<file path="src/rtl/multi_cycle_control.sv">
// Main control FSM of the multi-cycle MIPS core: sequences the shared datapath through
// fetch/decode/execute/memory/write-back, and tracks retired instructions and illegal opcodes.
module multi_cycle_control #(
  parameter int unsigned COUNT_W = 32
) (
  input  logic               clk,
  input  logic               rst,
  input  logic [5:0]         opcode,
  input  logic               zero,
  input  logic               mem_ready,
  output logic               pc_write,
  output logic               i_or_d,
  output logic               mem_read,
  output logic               mem_write,
  output logic               ir_write,
  output logic               mem_to_reg,
  output logic               reg_dst,
  output logic               reg_write,
  output logic               alu_src_a,
  output logic [1:0]         alu_src_b,
  output logic [1:0]         alu_op,
  output logic [1:0]         pc_source,
  output logic [3:0]         state,
  output logic [COUNT_W-1:0] instr_count,
  output logic               illegal
);

  typedef enum logic [3:0] {
    StFetch    = 4'd0,
    StDecode   = 4'd1,
    StMemAddr  = 4'd2,
    StMemRead  = 4'd3,
    StMemWb    = 4'd4,
    StMemWrite = 4'd5,
    StExec     = 4'd6,
    StRWb      = 4'd7,
    StBranch   = 4'd8,
    StJump     = 4'd9,
    StIExec    = 4'd10,
    StIWb      = 4'd11
  } state_e;

  localparam logic [5:0] OpRtype = 6'h00;
  localparam logic [5:0] OpLw    = 6'h23;
  localparam logic [5:0] OpSw    = 6'h2B;
  localparam logic [5:0] OpBeq   = 6'h04;
  localparam logic [5:0] OpBne   = 6'h05;
  localparam logic [5:0] OpAddi  = 6'h08;
  localparam logic [5:0] OpAndi  = 6'h0C;
  localparam logic [5:0] OpJ     = 6'h02;

  state_e               state_q, state_d;
  logic [COUNT_W-1:0]   count_q, count_d;
  logic                 illegal_q, illegal_d;
  logic                 retire;

  always_ff @(posedge clk or posedge rst) begin
    if (rst) begin
      state_q   <= StFetch;
      count_q   <= '0;
      illegal_q <= 1'b0;
    end else begin
      state_q   <= state_d;
      count_q   <= count_d;
      illegal_q <= illegal_d;
    end
  end

  always_comb begin
    state_d    = state_q;
    illegal_d  = illegal_q;
    retire     = 1'b0;
    pc_write   = 1'b0;
    i_or_d     = 1'b0;
    mem_read   = 1'b0;
    mem_write  = 1'b0;
    ir_write   = 1'b0;
    mem_to_reg = 1'b0;
    reg_dst    = 1'b0;
    reg_write  = 1'b0;
    alu_src_a  = 1'b0;
    alu_src_b  = 2'b00;
    alu_op     = 2'b00;
    pc_source  = 2'b00;

    case (state_q)
      StFetch: begin
        mem_read  = 1'b1;
        alu_src_b = 2'b01;
        ir_write  = mem_ready;
        pc_write  = mem_ready;
        if (mem_ready) state_d = StDecode;
      end
      StDecode: begin
        // Speculatively compute the branch target into ALUOut.
        alu_src_b = 2'b11;
        case (opcode)
          OpLw, OpSw:     state_d = StMemAddr;
          OpRtype:        state_d = StExec;
          OpBeq, OpBne:   state_d = StBranch;
          OpAddi, OpAndi: state_d = StIExec;
          OpJ:            state_d = StJump;
          default: begin
            illegal_d = 1'b1;
            state_d   = StFetch;
          end
        endcase
      end
      StMemAddr: begin
        alu_src_a = 1'b1;
        alu_src_b = 2'b10;
        state_d   = (opcode == OpSw) ? StMemWrite : StMemRead;
      end
      StMemRead: begin
        i_or_d   = 1'b1;
        mem_read = 1'b1;
        if (mem_ready) state_d = StMemWb;
      end
      StMemWb: begin
        reg_write  = 1'b1;
        mem_to_reg = 1'b1;
        retire     = 1'b1;
        state_d    = StFetch;
      end
      StMemWrite: begin
        i_or_d    = 1'b1;
        mem_write = 1'b1;
        if (mem_ready) begin
          retire  = 1'b1;
          state_d = StFetch;
        end
      end
      StExec: begin
        alu_src_a = 1'b1;
        alu_op    = 2'b10;
        state_d   = StRWb;
      end
      StRWb: begin
        reg_write = 1'b1;
        reg_dst   = 1'b1;
        retire    = 1'b1;
        state_d   = StFetch;
      end
      StBranch: begin
        alu_src_a = 1'b1;
        alu_op    = 2'b01;
        pc_source = 2'b01;
        pc_write  = (opcode == OpBeq) ? zero : ~zero;
        retire    = 1'b1;
        state_d   = StFetch;
      end
      StJump: begin
        pc_source = 2'b10;
        pc_write  = 1'b1;
        retire    = 1'b1;
        state_d   = StFetch;
      end
      StIExec: begin
        alu_src_a = 1'b1;
        alu_src_b = 2'b10;
        alu_op    = (opcode == OpAndi) ? 2'b11 : 2'b00;
        state_d   = StIWb;
      end
      StIWb: begin
        reg_write = 1'b1;
        retire    = 1'b1;
        state_d   = StFetch;
      end
      default: state_d = StFetch;
    endcase

    // State already reads FETCH during reset; only the strobes need suppressing.
    if (rst) begin
      pc_write  = 1'b0;
      ir_write  = 1'b0;
      mem_read  = 1'b0;
      mem_write = 1'b0;
      reg_write = 1'b0;
    end

    count_d = retire ? count_q + COUNT_W'(1) : count_q;
  end

  assign state       = state_q;
  assign instr_count = count_q;
  assign illegal     = illegal_q;

endmodule

</file>
<file path="config.mk">
export PLATFORM = sky130hd
export DESIGN_NAME = multi_cycle_control
export DESIGN_NICKNAME = d
export VERILOG_FILES = /design/src/rtl/multi_cycle_control.sv
export SDC_FILE = /design/constraint.sdc
export NUM_CORES = 1
export LEC_CHECK = 0
export CAP_MARGIN = 20
export CORE_UTILIZATION = 35
export CTS_CLUSTER_DIAMETER = 80
export DETAILED_ROUTE_END_ITERATION = 10
export GPL_ROUTABILITY_DRIVEN = 0
export GPL_TIMING_DRIVEN = 0
export MAX_ROUTING_LAYER = met4
export PLACE_DENSITY = 0.73
export SYNTH_ARGS = -nofsm -noshare
export SYNTH_HDL_FRONTEND = slang
export SYNTH_SLANG_ARGS = --single-unit
</file>
<file path="constraint.sdc">
create_clock -name clk -period 1.7 [get_ports clk]
set_input_delay 0.255 -clock clk [delete_from_list [all_inputs] [get_ports clk]]
set_output_delay 0.255 -clock clk [all_outputs]
set_load 0.005 [all_outputs]
</file>
==> summary.md <==
| Metric | Value |
|---|---|
| Die area | 6890 um^2 |
| Leakage | 0.00196 uW |
| # IOs | 62 |
| Kind of end point of the critical path | output port |
| Fin. max-slew vios | 0 |
| Final Skew | 0.00926 ns |
| Largest net degree at the start of global routing | 38 |
| Largest area contributor in the netlist | dfrtp_1 |
| VDD IR max | 552 uV |
| Post-synth top area share | 0.403 |
| Sw Share | 0.376 |
| Post-synth net total | 256 |
| Distinct cells, synth | 47 |
| Critical Setup Path Class | flop to output port |
| Slew HR | 0.477 |
| Initial DRC Count | 145 |
| P_int | 2850 uW |
| CP arrival | 1.61 ns |
| CTS tree | done |
| Die height | 83.0 um |
| P_sw | 1720 uW |
| Number of global-route vias before repair | 2119 |
| Pre-CTS setup slack | -0.927 ns |
| Final Hold Vio Count | 0 |
| Antenna diodes | 0 |
| H-Tree Depth | 2 |
| Clock latency on the worst-skew pair | 0.29 ns |
| Fraction of layout cells with a size suffix above 1 | 0.448 |
| Failing checks | setup timing |
| # setup viols final | 18 |
| Cts bufs inserted | 5 |
| Most frequent cells in the layout | clkdlybuf4s50_1 (38), buf_4 (35), dfrtp_1 (29) |
| DRC Markers | 0 |
| Adder-cell share of the synthesized area | 0.00545 |
| Final WS setup | -0.170 ns |
| Post-Synth Simple-Gate Area | 0.340 |
| Sequential element share of the synthesized area | 0.403 |
| Compound-Gate Fraction of Synth Area | 0.0779 |
| Row cnt | 29 |
| Per-cell routed wire length | 17.4 um |
| Status | finished with violations |
| Minimum clock period | 1.87 ns |
| Least-Margin Pin Slew | 0.783 ns |
| Clock share of power | 0.150 |
| First-pass GRT wire length | 10500 um |
| Vias per cell | 5.58 |
| Critical Path Start Type | flop |
| Antenna Nets Post-Route | 0 |
| RSZ-0062 raised after global routing | true |
| Hold slack | 0.412 ns |
| Largest family of logic cells by synthesized area | simple AND/OR/NAND/NOR gates |
| Max Clock Freq | 535 MHz |
| Die Wd | 83.0 um |
| Seq cells post-synth | 37 |
| Overflow after GRT | 0 |
| Final Power | 4570 uW |
| CP Buf/Inv Count | 2 |
| Clk sinks | 37 |
| CP required | 1.44 ns |
| Combinational Power Share | 0.615 |
| I/O Buffers | 60 |
| Initial Util | 0.362 |
| Core area | 6350 um^2 |
| Most common cell after layout, fill and taps aside | clkdlybuf4s50_1 |
| Crit-path max FO | 5 |
| DR pass1 iterations | 4 |
| CP delay by family, top | simple AND/OR/NAND/NOR gates |
| Crit path max-delay cell type | dfrtp_1 |
| Xor/xnor share of the synthesized area | 0.126 |
| Cell count after synthesis | 245 |
| Hpwl dp | 4190 um |
| Post-synthesis mux area share | 0 |
| Syn-to-layout area delta | 73.9% |
| Mean Syn Cell Area | 9.38 um^2 |
| PwrDens | 1150 nW/um^2 |
| Worst hold path class | input pin to flop |
| Final WL | 7580 um |
| Fin nets | 369 |
| DR vias | 2432 |
| Reg power frac | 0.235 |
| Slowest cell delay on critical path | 0.39 ns |
| Final Cycle Share | 1.10 |
| Crit-path cells | buf_6 -> nand2b_4 -> or2_2 -> a21oi_2 -> clkdlybuf4s15_2 |
| Top cells by area, synth | dfrtp_1 (40%), xor2_1 (8.4%), xnor2_1 (4.2%), nor4_2 (3.8%), nor3_1 (3.3%) |
| CTS root buf | clkbuf_8 |
| Max-cap viol count | 0 |
| Initial antenna violation count | 0 |
| Synth warn | 0 |
| Reg clk slew, reported paths | 0.07 ns |
| Post-Syn Area | 2300 um^2 |
| Clock Path Buffers | 2 |
| Total global-route track usage | 0.193 |
-- power by group through the flow --
| stage | logic (uW) | registers (uW) | clock network [uW] |
|---|---|---|---|
| 4_1_cts | 1820 | 1070 | 685 |
| 3_3_place_gp | 1390 | 1070 | 0 |
| 5_1_grt | 2970 | 1090 | 725 |
| 3_5_place_dp | 1400 | 1080 | 0 |
| 2_1_floorplan | 820 | 1060 | 0 |
| 6_report | 2810 | 1080 | 685 |
-- area by class of cell --
class,instances,area [um^2]
fillers,459,2350
repair buffers,110,996
clock inverters,1,5.00
plain buffers,10,118
flip-flops and latches,37,936
multi-input cells,187,1720
well taps,77,96.3
clock buffers,7,96.3
inverters,7,28.8
-- final timing paths --
check / from / endpoint / cells after the start / slack [ns]
max: state[2] / alu_op[1] / 5 / -0.17
min: opcode[5] / state[3] / 4 / 0.41
max reg2reg: instr_count[2] / instr_count[25] / 5 / -0.06
min reg2reg: instr_count[31] / instr_count[31] / 1 / 0.47
max in group asynchronous: rst / instr_count[6] / 2 / 0.46
min in group asynchronous: rst / state[0] / 2 / 0.68
-- registers in the layout, summed over array words and instances, names as in the netlist --
name	count
instr_count	32
state	4
illegal	1
-- metal layers --
| layer | GRT usage | up-vias | share of wire |
|---|---|---|---|
| li1 | - | 1118 | - |
| met1 | 0.250 | 1224 | 0.41 |
| met2 | 0.311 | 75 | 0.53 |
| met3 | 0.0298 | 15 | 0.041 |
| met4 | 0.0580 | 0 | 0.015 |
| met5 | - | - | 0 |
-- worst reg2reg max path, delay by kind of cell (launching register included) --
family                    cells  cell delay (ns)
DFF                           1             0.38
and+or+nand+nor               3             1.02
xor gates and xnor gates      1             0.17
buffers and inverters         1             0.12
-- cell families after synthesis --
family,Yosys count
xor+xnor,33
simple gates,125
flops,37
buf+inv,22
fa+ha+maj,1
compound gates,27
-- cells in the mapped netlist, drive strengths merged --
library cell,instances
o22ai,2
nand3,14
o32ai,1
o31ai,2
nand4bb,1
nor4,14
nand2,18
inv,7
o31a,1
and2,1
nor2b,3
or2,3
nand4,12
a211oi,1
xnor2,11
clkbuf,7
ha,1
nor3,19
or2b,1
and4,7
dfrtp,37
buf,8
nand2b,6
a41o,2
o22a,1
a22oi,1
or4,2
a21oi,8
a31oi,2
xor2,22
and3,5
a31o,1
o21ai,4
nor4b,1
or3b,2
nor2,15
a311oi,1
or3,1
-- metrics by stage --
step,util,cells,cell area (um^2),setup TNS (ns)
5_1_grt,0.629,436,4000,-2.84
3_3_place_gp,0.472,382,2990,-23.94
6_report,0.629,436,4000,-0.817
2_1_floorplan,-,245,2300,0
4_1_cts,0.538,408,3420,-0.542
3_5_place_dp,0.472,382,2990,-9.30
-- repair_timing --
| item | 4_1_cts | 5_1_grt |
|---|---|---|
| hold buffers | 0 | 0 |
| buffers inserted | 20 | 27 |
| pin swaps | 8 | 41 |
| gates cloned | 0 | 4 |
| resized for setup | 101 | 88 |
| setup endpoints to repair | 45 | 45 |
(Power assumes the default switching activity.)
